File: src/rtl/fp_addsub_seq_if.sv
// fp_addsub_seq_if: start/done handshake bundle between the core and the FP add/sub unit.
// The master side drives the operands; the slave side returns status and result.
interface fp_addsub_seq_if #(
    parameter int EXP_W = 5,
    parameter int MAN_W = 10
);

    localparam int W = 1 + EXP_W + MAN_W;

    logic         start;
    logic         sub;
    logic [W-1:0] op_a;
    logic [W-1:0] op_b;
    logic         busy;
    logic         done;
    logic [W-1:0] result;
    logic         ovf;

    modport master (
        output start, sub, op_a, op_b,
        input  busy, done, result, ovf
    );

    modport slave (
        input  start, sub, op_a, op_b,
        output busy, done, result, ovf
    );

endinterface

File: src/rtl/fp_addsub_seq.sv
// fp_addsub_seq: multi-cycle floating-point add/subtract, one FSM state per cycle.
// Define FPADD_RNE_EN for round-to-nearest-even; otherwise results truncate toward zero.
module fp_addsub_seq #(
    parameter int EXP_W = 5,
    parameter int MAN_W = 10
) (
    input  logic           clk,
    input  logic           reset,
    fp_addsub_seq_if.slave bus
);

    localparam int W     = 1 + EXP_W + MAN_W;
    localparam int SW    = MAN_W + 4;
    localparam int SHMAX = MAN_W + 3;

    localparam logic [EXP_W:0] E_ONE = (EXP_W+1)'(1);
    localparam logic [EXP_W:0] E_MAX = {1'b0, {EXP_W{1'b1}}};

    typedef enum logic [2:0] {
        S_IDLE,
        S_ALIGN,
        S_ADD,
        S_NORM,
        S_ROUND,
        S_DONE
    } state_t;

    state_t           state_q, state_d;
    logic             sign_q, sign_d;
    logic             sgn_b_q, sgn_b_d;
    logic [EXP_W:0]   exp_q, exp_d;
    logic [EXP_W-1:0] exp_b_q, exp_b_d;
    logic [SW:0]      acc_q, acc_d;
    logic [SW-1:0]    opb_q, opb_d;
    logic [W-1:0]     result_q, result_d;
    logic             ovf_q, ovf_d;

    logic                   sa, sb;
    logic [EXP_W-1:0]       ea, eb;
    logic [MAN_W-1:0]       ma, mb;
    logic                   hid_a, hid_b;
    logic                   a_ge_b;

    assign sa    = bus.op_a[W-1];
    assign sb    = bus.op_b[W-1] ^ bus.sub;
    assign ea    = bus.op_a[W-2 -: EXP_W];
    assign eb    = bus.op_b[W-2 -: EXP_W];
    assign hid_a = |ea;
    assign hid_b = |eb;
    assign ma    = hid_a ? bus.op_a[MAN_W-1:0] : '0;
    assign mb    = hid_b ? bus.op_b[MAN_W-1:0] : '0;
    assign a_ge_b = {ea, ma} >= {eb, mb};

    // Alignment keeps everything shifted out as a single sticky bit.
    logic [31:0]   shamt;
    logic [SW-1:0] lost;
    logic [SW-1:0] opb_sh;

    assign shamt  = 32'(exp_q[EXP_W-1:0]) - 32'(exp_b_q);
    assign lost   = opb_q & ~({SW{1'b1}} << shamt);
    assign opb_sh = (shamt >= 32'(SHMAX))
                  ? {{(SW-1){1'b0}}, |opb_q}
                  : ((opb_q >> shamt) | {{(SW-1){1'b0}}, |lost});

    logic [SW:0] opb_ext;
    logic [SW:0] sum;

    assign opb_ext = {1'b0, opb_q};
    assign sum     = (sign_q == sgn_b_q) ? acc_q + opb_ext
                                         : acc_q - opb_ext;

    logic [MAN_W:0]   mant;
    logic             rnd_up;
    logic [MAN_W+1:0] mant_r;
    logic [MAN_W-1:0] man_fld;
    logic [EXP_W:0]   exp_r;

    assign mant = acc_q[SW-1:3];
`ifdef FPADD_RNE_EN
    assign rnd_up = acc_q[2] & (acc_q[1] | acc_q[0] | mant[0]);
`else
    assign rnd_up = 1'b0;
`endif
    assign mant_r  = {1'b0, mant} + (MAN_W+2)'(rnd_up);
    assign man_fld = mant_r[MAN_W+1] ? mant_r[MAN_W:1]
                                     : mant_r[MAN_W-1:0];
    assign exp_r   = exp_q + (EXP_W+1)'(mant_r[MAN_W+1]);

    always_comb begin
        state_d  = state_q;
        sign_d   = sign_q;
        sgn_b_d  = sgn_b_q;
        exp_d    = exp_q;
        exp_b_d  = exp_b_q;
        acc_d    = acc_q;
        opb_d    = opb_q;
        result_d = result_q;
        ovf_d    = ovf_q;
        unique case (state_q)
            S_IDLE: begin
                if (bus.start) begin
                    state_d = S_ALIGN;
                    ovf_d   = 1'b0;
                    if (a_ge_b) begin
                        sign_d  = sa;
                        sgn_b_d = sb;
                        exp_d   = {1'b0, ea};
                        exp_b_d = eb;
                        acc_d   = {1'b0, hid_a, ma, 3'b000};
                        opb_d   = {hid_b, mb, 3'b000};
                    end else begin
                        sign_d  = sb;
                        sgn_b_d = sa;
                        exp_d   = {1'b0, eb};
                        exp_b_d = ea;
                        acc_d   = {1'b0, hid_b, mb, 3'b000};
                        opb_d   = {hid_a, ma, 3'b000};
                    end
                end
            end
            S_ALIGN: begin
                opb_d   = opb_sh;
                state_d = S_ADD;
            end
            S_ADD: begin
                acc_d   = sum;
                state_d = S_NORM;
            end
            S_NORM: begin
                state_d = S_ROUND;
                if (acc_q == '0) begin
                    sign_d = 1'b0;
                    exp_d  = '0;
                end else if (acc_q[SW]) begin
                    acc_d = {1'b0, acc_q[SW:2], acc_q[1] | acc_q[0]};
                    exp_d = exp_q + E_ONE;
                end else if (!acc_q[SW-1]) begin
                    // exp_q == 0 downstream marks a flushed/zero result
                    if (exp_q <= E_ONE) begin
                        acc_d  = '0;
                        exp_d  = '0;
                        sign_d = 1'b0;
                    end else begin
                        acc_d = {acc_q[SW-1:0], 1'b0};
                        exp_d = exp_q - E_ONE;
                        if (!acc_q[SW-2]) begin
                            state_d = S_NORM;
                        end
                    end
                end
            end
            S_ROUND: begin
                state_d = S_DONE;
                if (exp_q == '0) begin
                    result_d = '0;
                end else if (exp_r > E_MAX) begin
                    result_d = {sign_q, {(W-1){1'b1}}};
                    ovf_d    = 1'b1;
                end else begin
                    result_d = {sign_q, exp_r[EXP_W-1:0], man_fld};
                end
            end
            S_DONE: begin
                state_d = S_IDLE;
            end
            default: begin
                state_d = S_IDLE;
            end
        endcase
    end

    always_ff @(posedge clk) begin
        if (reset) begin
            state_q  <= S_IDLE;
            sign_q   <= 1'b0;
            sgn_b_q  <= 1'b0;
            exp_q    <= '0;
            exp_b_q  <= '0;
            acc_q    <= '0;
            opb_q    <= '0;
            result_q <= '0;
            ovf_q    <= 1'b0;
        end else begin
            state_q  <= state_d;
            sign_q   <= sign_d;
            sgn_b_q  <= sgn_b_d;
            exp_q    <= exp_d;
            exp_b_q  <= exp_b_d;
            acc_q    <= acc_d;
            opb_q    <= opb_d;
            result_q <= result_d;
            ovf_q    <= ovf_d;
        end
    end

    assign bus.busy   = (state_q != S_IDLE) && (state_q != S_DONE);
    assign bus.done   = (state_q == S_DONE);
    assign bus.result = result_q;
    assign bus.ovf    = ovf_q;

endmodule

File: src/flat_wrapper.sv
// flat-port wrapper written by rule: the top's interface ports become plain ports
module fp_addsub_seq_flat 
#(
    parameter int EXP_W = 5,
    parameter int MAN_W = 10
)
  (clk, reset, bus_start, bus_sub, bus_op_a, bus_op_b, bus_busy, bus_done, bus_result, bus_ovf);
  fp_addsub_seq_if #(.EXP_W(EXP_W), .MAN_W(MAN_W)) bus_i ();
  input  logic clk;
  input  logic reset;
  input wire logic [$bits(bus_i.start)-1:0] bus_start;
  input wire logic [$bits(bus_i.sub)-1:0] bus_sub;
  input wire logic [$bits(bus_i.op_a)-1:0] bus_op_a;
  input wire logic [$bits(bus_i.op_b)-1:0] bus_op_b;
  output wire logic [$bits(bus_i.busy)-1:0] bus_busy;
  output wire logic [$bits(bus_i.done)-1:0] bus_done;
  output wire logic [$bits(bus_i.result)-1:0] bus_result;
  output wire logic [$bits(bus_i.ovf)-1:0] bus_ovf;
  assign bus_i.start = bus_start;
  assign bus_i.sub = bus_sub;
  assign bus_i.op_a = bus_op_a;
  assign bus_i.op_b = bus_op_b;
  assign bus_busy = bus_i.busy;
  assign bus_done = bus_i.done;
  assign bus_result = bus_i.result;
  assign bus_ovf = bus_i.ovf;
  fp_addsub_seq #(.EXP_W(EXP_W), .MAN_W(MAN_W)) u_core (.clk(clk), .reset(reset), .bus(bus_i));
endmodule
File: config.mk
export PLATFORM = sky130hd
export DESIGN_NAME = fp_addsub_seq_flat
export DESIGN_NICKNAME = d
export VERILOG_FILES = /design/src/rtl/fp_addsub_seq_if.sv /design/src/rtl/fp_addsub_seq.sv /design/src/flat_wrapper.sv
export SDC_FILE = /design/constraint.sdc
export NUM_CORES = 1
export LEC_CHECK = 0
export BUFFER_PORTS_ARGS = -buffer_cell sky130_fd_sc_hd__buf_2
export CAP_MARGIN = 20
export CORE_ASPECT_RATIO = 0.75
export CORE_MARGIN = 2
export CORE_UTILIZATION = 40
export DETAILED_ROUTE_END_ITERATION = 10
export SLEW_MARGIN = 0
export SYNTH_ARGS = -nofsm -noshare
export SYNTH_HDL_FRONTEND = slang
export SYNTH_SLANG_ARGS = --single-unit
File: constraint.sdc
create_clock -name clk -period 2.95 [get_ports clk]
set_clock_uncertainty 0.2 [all_clocks]
set_input_delay 0.4425 -clock clk [delete_from_list [all_inputs] [get_ports clk]]
set_output_delay 0.4425 -clock clk [all_outputs]
set_load 0.01 [all_outputs]
## After elaboration in Yosys (flattened, before gate mapping)

Index checks and enable logic that the tools add are counted.

- Word-level logic and storage cells: 105
- Output and inout bits: 19
- Flip-flop bits (word level): 62
- Bits of input ports: 36

- Bitwise gates (word level): 5
- $lt $le $gt $ge: 4
- $add $sub $neg: 5
- Shifts and indexed selects: 2
- Reductions and logical operators: 20
- Equal/unequal tests: 16
- Muxes and demuxes: 43

Operators with widths:

| kind | count |
|---|---|
| $mux 15 | 6 |
| $mux 14 | 5 |
| $pmux 15 s3 | 1 |
| $ge 32x4->1 const B | 1 |
| $shl 14x32->14 const A | 1 |
| $shr 14x32->14 | 1 |
| $mux 6 | 5 |
| $pmux 14 s2 | 1 |
| $reduce_or 14->1 | 2 |
| $mux 10 | 2 |
| $mux 3 | 6 |
| $mux 16 | 1 |
| $add 15x14->15 | 1 |
| $ge 15x15->1 | 1 |
| $logic_not 15->1 | 1 |
| $pmux 3 s5 | 1 |
| $sub 15x14->15 | 1 |
| $and 14x14->14 | 1 |
| $not 14->14 | 1 |
| $or 14x1->14 | 1 |
| $pmux 6 s2 | 1 |
| $mux 1 | 10 |
| $mux 5 | 2 |
| $reduce_or 5->1 | 2 |
| other kinds (27) | 40 |

## Longest topological paths before layout

Gate-level depths: netlist (run 1).

- Depth after elaboration: 8
- Depth in mapped cells: 15

## Worst setup path after synthesis (run 1)

No wires, ideal clock.

- Path kind: input to register
- From: input port bus_op_b[10]
- To: register u_core.sign_q
- Slack: -0.259 ns
- Buffers on the path: 2
- Required time: 2.622 ns
- Cell stages on the path: 14
- Arrival time: 2.881 ns
- Cells stage by stage: nor3_1 -> nand3_1 -> clkbuf_1 -> nand2_1 -> inv_1 -> ha_1 -> nor2b_4 -> o21ai_2 -> a41oi_2 -> o31ai_4 -> buf_6 -> mux2_2 -> a22oi_1 -> nor2_1

- Cells in the longest elaborated chain, start to end: 6

Ends and longest elaborated chain:

| what | line | source |
|---|---|---|
| start: declaration | flat_wrapper.sv:14 | `input wire logic [$bits(bus_i.op_b)-1:0] bus_op_b;` |
| $reduce_or 5->1 | fp_addsub_seq.sv:49 | `assign hid_b = \|eb;` |
| $mux 10 | fp_addsub_seq.sv:51 | `assign mb = hid_b ? bus.op_b[MAN_W-1:0] : '0;` |
| $ge 15x15->1 (*) | fp_addsub_seq.sv:52 | `assign a_ge_b = {ea, ma} >= {eb, mb};` |
| $mux 1 (*) | fp_addsub_seq.sv:104 | `if (a_ge_b) begin` |
| $mux 1 (*) | fp_addsub_seq.sv:101 | `if (bus.start) begin` |
| $pmux 1 s2 (*) | fp_addsub_seq.sv:99 | `unique case (state_q)` |
| end signal: assignment | fp_addsub_seq.sv:185 | `sign_q <= sign_d;` |
| end: declaration | fp_addsub_seq.sv:29 | `logic sign_q, sign_d;` |

Mark *: on every way between the ends. The rest lies on a longest branch, timed or not. The select of a mux whose other input is x is not followed.
A chain may end at the register's enable or synchronous reset.

## Final worst setup path (run 1)

- From: input port bus_op_a[14]
- To: register u_core.opb_q[5]

- Cells in the longest elaborated chain, start to end: 6

Ends and longest elaborated chain:

| what | line | source |
|---|---|---|
| start: declaration | flat_wrapper.sv:13 | `input wire logic [$bits(bus_i.op_a)-1:0] bus_op_a;` |
| $reduce_or 5->1 | fp_addsub_seq.sv:48 | `assign hid_a = \|ea;` |
| $mux 10 | fp_addsub_seq.sv:50 | `assign ma = hid_a ? bus.op_a[MAN_W-1:0] : '0;` |
| $ge 15x15->1 | fp_addsub_seq.sv:52 |  |
| $mux 14 (*) | fp_addsub_seq.sv:104 |  |
| $mux 14 (*) | fp_addsub_seq.sv:101 |  |
| $pmux 14 s2 (*) | fp_addsub_seq.sv:99 |  |
| end signal: assignment | fp_addsub_seq.sv:190 | `opb_q <= opb_d;` |
| end: declaration | fp_addsub_seq.sv:34 | `logic [SW-1:0] opb_q, opb_d;` |

Marks and branches as above.

==> results.json, run 1 <==
{
  "muxShareOfSynthArea_pct": 7.65,
  "synth_top_family_by_area": "compound AO/OA/AOI/OAI gates",
  "maxCapViolations": 0,
  "clk_latency_ns": 0.34,
  "drc_errors": 4,
  "slew_headroom_pct": 37.3,
  "drive_above_1_share_pct": 35.7,
  "first_global_vias": 6220,
  "dpl.hpwl_microns": 15400,
  "ant_nets": 0,
  "violations": "DRC, setup timing",
  "place_ws_ns": -0.451,
  "yosys.area.top_type_share_pct": 22.3,
  "holdWs_ns": 0.248,
  "setup_ws_ns": -0.0960,
  "synth.area.top_cells": "dfxtp_1 (22%), ha_1 (8.6%), a21oi_1 (7.9%)",
  "crit_type": "primary input to flip-flop",
  "grt-ovfl-total": 0,
  "ys_warn_count": 0,
  "synth_most_common_cell": "a21oi_1",
  "ys_types": 69,
  "synth_edf_count": 0,
  "synth_xor_area_share_pct": 5.18,
  "synth_ff_type": "dfxtp_1",
  "cts_sinks": 62,
  "hp-class": "flip-flop to flip-flop",
  "cellLeakagePower_uw": 0.00349,
  "rsz0062_at_grt": "yes",
  "min_period_ns": 3.05,
  "async_reset_ff_share_pct": 0,
  "seqCellArea_sq_um": 1250,
  "startpoint_type": "primary input",
  "wire_per_inst_microns": 19.1,
  "outcome": "complete, but fails checks",
  "cts_buffers": 9,
  "synth-seq-cells": 62,
  "fin_setup_tns_ns": -0.690,
  "period_share_pct": 103,
  "ctsHoldBuffers": 0,
  "cts.path.max_buffers": 2,
  "syn_avg_cell_area_sq_um": 7.37,
  "syn_nets": 830,
  "power_density_nw_per_um2": 705,
  "crit_arrival_ns": 3.07,
  "multiInputGateArea_sq_um": 4470,
  "antenna_found_initial": 0,
  "synthSimpleGateAreaFrac_pct": 20.3,
  "root_buffer": "clkbuf_16",
  "firstDrtPassIters": 9,
  "place_congestion": 0.980,
  "antennaDiodeCount": 0,
  "start_util_pct": 40.7,
  "synth_compound_area_share_pct": 29.1,
  "synth_common_cells": "a21oi_1 (88), nand2_1 (85), nor2_1 (69), dfxtp_1 (62), o21ai_0 (61)",
  "num_rows": 37,
  "cts_tree": "built",
  "clk_pin_slew_worst_paths_ns": 0.06,
  "tightest_slew_ns": 0.932,
  "fmax_mhz": 328,
  "setup_viol": 12,
  "syn-cell-area_sq_um": 5560,
  "die_x_microns": 140,
  "crit_required_ns": 2.98,
  "ir_drop_mv": 0.383,
  "slew_violations": 0,
  "yosys.area.top_type": "dfxtp_1",
  "stdcell_count": 1106,
  "hold_viol_final": 0,
  "worstPathMaxFanout": 8,
  "dr.first_iter.drc_count": 584,
  "grt_pass1_wl_microns": 31800,
  "ios": 55,
  "fp.coreArea_sq_um": 13700,
  "track_usage_pct": 26.9,
  "wl_microns": 21100,
  "vias_per_cell": 5.91,
  "vias": 6541,
  "end_kind": "flip-flop",
  "post-place-cells": 1068,
  "finalNetCount": 1002,
  "grt_max_degree": 47,
  "port_buffers": 54,
  "fillers": 1202,
  "die_area_sq_um": 14900,
  "netlist_instances": 754,
  "synthToLayoutAreaGrowth_pct": 43.5,
  "ys_seq_area_share_pct": 22.3,
  "synth_fa_ha_area_share_pct": 9.27,
  "htree_levels": 3,
  "fp.dieH_microns": 106
}
[cell type report]
type | count | area share [%]
timing repair buffer | 208 | 19.7
clock inverter | 7 | 1.29
multi-input combinational | 611 | 56.0
inverter | 34 | 1.63
tap | 175 | 2.75
sequential | 62 | 15.7
clock buffer | 9 | 2.82
[repair_timing]
action,CTS,global route
pin swaps,14,51
gates cloned,0,3
gates resized for setup,26,99
buffers inserted,4,16
endpoints found under the setup margin,19,31
endpoints found under the hold margin,0,0
[worst max-delay path, cell delays in order]
cell and delay [ns]:
buf_8 0.10, nor3_4 0.21, nand2_4 0.12, buf_6 0.15
nand2_4 0.05, inv_2 0.05, ha_4 0.27, nand2_2 0.06
o21ai_2 0.13, a41oi_2 0.15, o31ai_4 0.31, buf_12 0.16
buf_6 0.16, mux2i_2 0.27, nand2_1 0.11, a311oi_1 0.33
[through the flow]
stage	utilization (%)	power (uW)	area [sq um]
final	58.4	5620	7980
after global routing	58.4	5910	7980
after CTS	53.9	5230	7360
after detailed placement	50.6	3910	6910
after global placement	50.6	3850	6910
after floorplan	-	2840	5640
[kinds of logic after synthesis]
family	Yosys count
muxes	40
AOI/OAI and AO/OA	254
and+or+nand+nor	245
adders and majority gates	40
buffers and inverters	81
DFF	62
xor gates and xnor gates	32
[power breakdown]
group	internal (uW)	total, uW	switching (uW)
clock	752	1210	459
sequential	942	1100	160
combinational	1490	3310	1820
[routing by layer]
metal  track usage, %  vias to the layer above  routed length (microns)
li1                 -                     3100                        -
met3             5.63                       49                     1600
met4             9.60                        0                      502
met2             43.1                      251                     9680
met5                0                        -                        0
met1             35.9                     3141                     9330
[state kept, by name, indices dropped and copies added, names as in the netlist]
signal             cells
u_core.sign_q          1
u_core.exp_b_q         5
u_core.sgn_b_q         1
u_core.acc_q          15
u_core.exp_q           6
u_core.opb_q          14
u_core.bus.ovf         1
u_core.state_q         3
u_core.bus.result     16
[final timing paths]
kind / startpoint / endpoint / slack, ns / depth (start not counted)
setup reg to reg: u_core.opb_q[3] / u_core.acc_q[14] / -0.09 / 11
hold reg to reg: u_core.bus.result[0] / u_core.bus.result[0] / 0.25 / 2
hold / removal: u_core.bus.result[0] / u_core.bus.result[0] / 0.25 / 2
setup / recovery: bus_op_a[14] / u_core.opb_q[5] / -0.1 / 16
[placed cells by master (no fill, tap or decap), drive strengths merged, types with 3 or more instances in the layout]
master | netlist | final
inv | 34 | 38
nand4 | 4 | 4
a2111oi | 3 | 3
a211o | 3 | 3
nand2b | 9 | 9
a22oi | 10 | 10
nor4 | 10 | 10
buf | 17 | 207
o31ai | 6 | 6
o211ai | 6 | 6
dfxtp | 62 | 62
nor2 | 70 | 70
nor3 | 27 | 27
o21ai | 64 | 64
mux2 | 10 | 10
nand2 | 85 | 85
and3 | 3 | 3
ha | 38 | 38
a21o | 5 | 5
and2 | 4 | 4
a211oi | 19 | 19
clkbuf | 30 | 10
a31oi | 10 | 10
xor2 | 15 | 15
nor3b | 4 | 4
a21oi | 88 | 88
mux2i | 29 | 29
a221oi | 5 | 5
a311oi | 13 | 13
nor2b | 8 | 8
o211a | 3 | 3
xnor2 | 17 | 17
nand3 | 17 | 17
Power figures use the tool's default switching activity.
==> inputs of run 2 (changes only) <==
- REMOVE_ABC_BUFFERS: default -> 1
==> run 2 against run 1 <==
  * The flow finishes with violations (setup timing)
  * Wire length decreased by 0.44%
  * Count of clock-buffer cells in the layout increased by 1
  * Clock power decreased by 5%
  * Via count increased by 2.8%
  * Sequential share of layout area about the same
  * Highest routed layer unchanged
==> results.json, run 2 (same netlist as run 1, synthesis figures left out) <==
{
  "power.total_uw": 5630,
  "fmax_mhz": 328,
  "post-place-cells": 1074,
  "r2r-start": "u_core.opb_q[3]",
  "cp-endpoint": "u_core.acc_q[10]",
  "worstPathMaxFanout": 2,
  "grt_pass1_wl_microns": 32200,
  "track_usage_pct": 27.1,
  "ant_nets": 0,
  "dpl.hpwl_microns": 15400,
  "swShare_pct": 43.4,
  "hold_viol_final": 0,
  "crit_required_ns": 3.01,
  "placed_cell_area_sq_um": 6890,
  "path_cells": "nor4_4, buf_4, buf_6, a21oi_2, xor2_1, ha_1, a2111o_1, o21ai_4, buf_6, o21ai_1, xor2_1, nand2_1, a311oi_1",
  "period_share_pct": 103,
  "startpoint_type": "flip-flop",
  "crit_type": "flip-flop to flip-flop",
  "drive_above_1_share_pct": 36.8,
  "place_congestion": 0.912,
  "stdcell_count": 1113,
  "start_util_pct": 40.7,
  "port_buffers": 54,
  "crit_buf_inv": 3,
  "end_kind": "flip-flop",
  "ctsHoldBuffers": 0,
  "die_x_microns": 140,
  "firstDrtPassIters": 5,
  "synthToLayoutAreaGrowth_pct": 43.9,
  "ios": 55,
  "antennaDiodeCount": 0,
  "layout_common_cells": "buf_4 (146), a21oi_1 (74), nand2_1 (70)",
  "slowest_delay_ns": 0.42,
  "root_buffer": "clkbuf_16",
  "cts_buffers": 9,
  "ir_drop_mv": 0.360,
  "wl_microns": 21000,
  "vias": 6723,
  "finalNetCount": 1009,
  "crit_cells": 13,
  "first_global_vias": 6220,
  "clk_latency_ns": 0.35,
  "die_area_sq_um": 14900,
  "wire_per_inst_microns": 18.9,
  "fillers": 1192,
  "grt_max_degree": 47,
  "p_int_uw": 3190,
  "power_density_nw_per_um2": 704,
  "grt-ovfl-total": 0,
  "cts_tree": "built",
  "cellLeakagePower_uw": 0.00350,
  "clock_power_share_pct": 20.5,
  "setup_ws_ns": -0.102,
  "dr.first_iter.drc_count": 680,
  "cts_sinks": 62,
  "drc_errors": 0,
  "num_rows": 37,
  "tightest_slew_ns": 0.818,
  "critical-path-slowest-cell": "a2111o_1",
  "slew_headroom_pct": 45.0,
  "outcome": "complete, but fails checks",
  "finish.instance_area_sq_um": 8000,
  "final_common_cell": "buf_4",
  "hp-class": "primary input to flip-flop",
  "crit_arrival_ns": 3.11,
  "antenna_found_initial": 0,
  "cp_top_family": "compound AO/OA/AOI/OAI gates",
  "rrSetupSlack_ns": -0.10,
  "worst_r2r_endpoint": "u_core.acc_q[10]",
  "violations": "setup timing",
  "fp.coreArea_sq_um": 13700,
  "htree_levels": 3,
  "slew_violations": 0,
  "largest_reg_flops": 16,
  "min_period_ns": 3.05,
  "place_ws_ns": -0.487,
  "r2r_cells": 13,
  "p_comb_share_pct": 60.1,
  "maxCapViolations": 0,
  "clk_pin_slew_worst_paths_ns": 0.06,
  "fp.dieH_microns": 106,
  "sequentialPowerShare_pct": 19.4,
  "rsz0062_at_grt": "yes",
  "netSwitchingPower_uw": 2440,
  "vias_per_cell": 6.04,
  "setup_viol": 6,
  "startpoint": "u_core.opb_q[3]",
  "cts.path.max_buffers": 2
}
-- run 2: changes by cell type in the layout (fill, tap and decap cells not counted), moves of 3 or more --
cell / before / now
a21oi_1: 78 / 74
a311oi_1: 9 / 6
a311oi_2: 3 / 6
buf_4: 134 / 146
buf_8: 4 / 0
inv_2: 5 / 2
inv_6: 4 / 0
mux2i_1: 22 / 26
mux2i_4: 5 / 1
nand2_1: 74 / 70
nand2_2: 5 / 11
o21ai_1: 5 / 8
-- run 2: power by group through the flow --
stage | Combinational (uW) | Sequential, uW | Clock [uW]
after floorplan | 1650 | 1090 | 0
after global placement | 2750 | 1080 | 0
after detailed placement | 2800 | 1090 | 0
after CTS | 2980 | 1080 | 1160
after global routing | 3610 | 1100 | 1190
final | 3390 | 1090 | 1150
-- run 2: worst min path at each step --
stage	start	endpoint	slack, ns	cells past startpoint
finish	bus_start	u_core.state_q[0]	0.22	3
CTS	bus_start	u_core.state_q[0]	0.21	3
global route	bus_start	u_core.state_q[0]	0.25	3
detailed placement	u_core.bus.result[8]	u_core.bus.result[8]	0.24	2
floorplan	u_core.sgn_b_q	u_core.sgn_b_q	0.26	2
global placement	u_core.bus.result[5]	u_core.bus.result[5]	0.24	2
-- run 2: cell type report --
class	instances	area, sq um	area share, %
Clock buffer	10	229	2.86
Clock inverter	6	86.3	1.08
Timing Repair Buffer	215	1590	19.9
Tap cell	175	219	2.74
Multi-Input combinational cell	611	4480	56.1
Inverter	34	133	1.66
Sequential cell	62	1250	15.7
-- run 2: worst min-delay path: stages --
cell       delay (ns)
buf_2            0.13
inv_1            0.07
a2111oi_0        0.08
-- run 2: metrics by stage --
step | TNS (ns) | util [%] | hold WS (ns)
after floorplan | -30.28 | - | 0.263
after global placement | -8.60 | 50.5 | 0.238
after detailed placement | -10.38 | 50.5 | 0.241
after CTS | -0.177 | 54.4 | 0.213
after global routing | -2.54 | 58.6 | 0.247
final | -0.347 | 58.6 | 0.224
-- run 2: repair_timing --
action,4_1_cts,5_1_grt
gates cloned,0,4
pin swaps,25,50
setup endpoints to repair,12,35
gates resized for setup,45,93
setup buffers,7,12
-- run 2: per-layer routing --
layer  up-vias  share of wire (%)  GRT usage, %
met5         -                  0             0
met4         0                3.2          8.95
met3        60                7.8          5.95
met2       357                 45          42.7
met1      3193                 44          36.9
li1       3113                  -             -
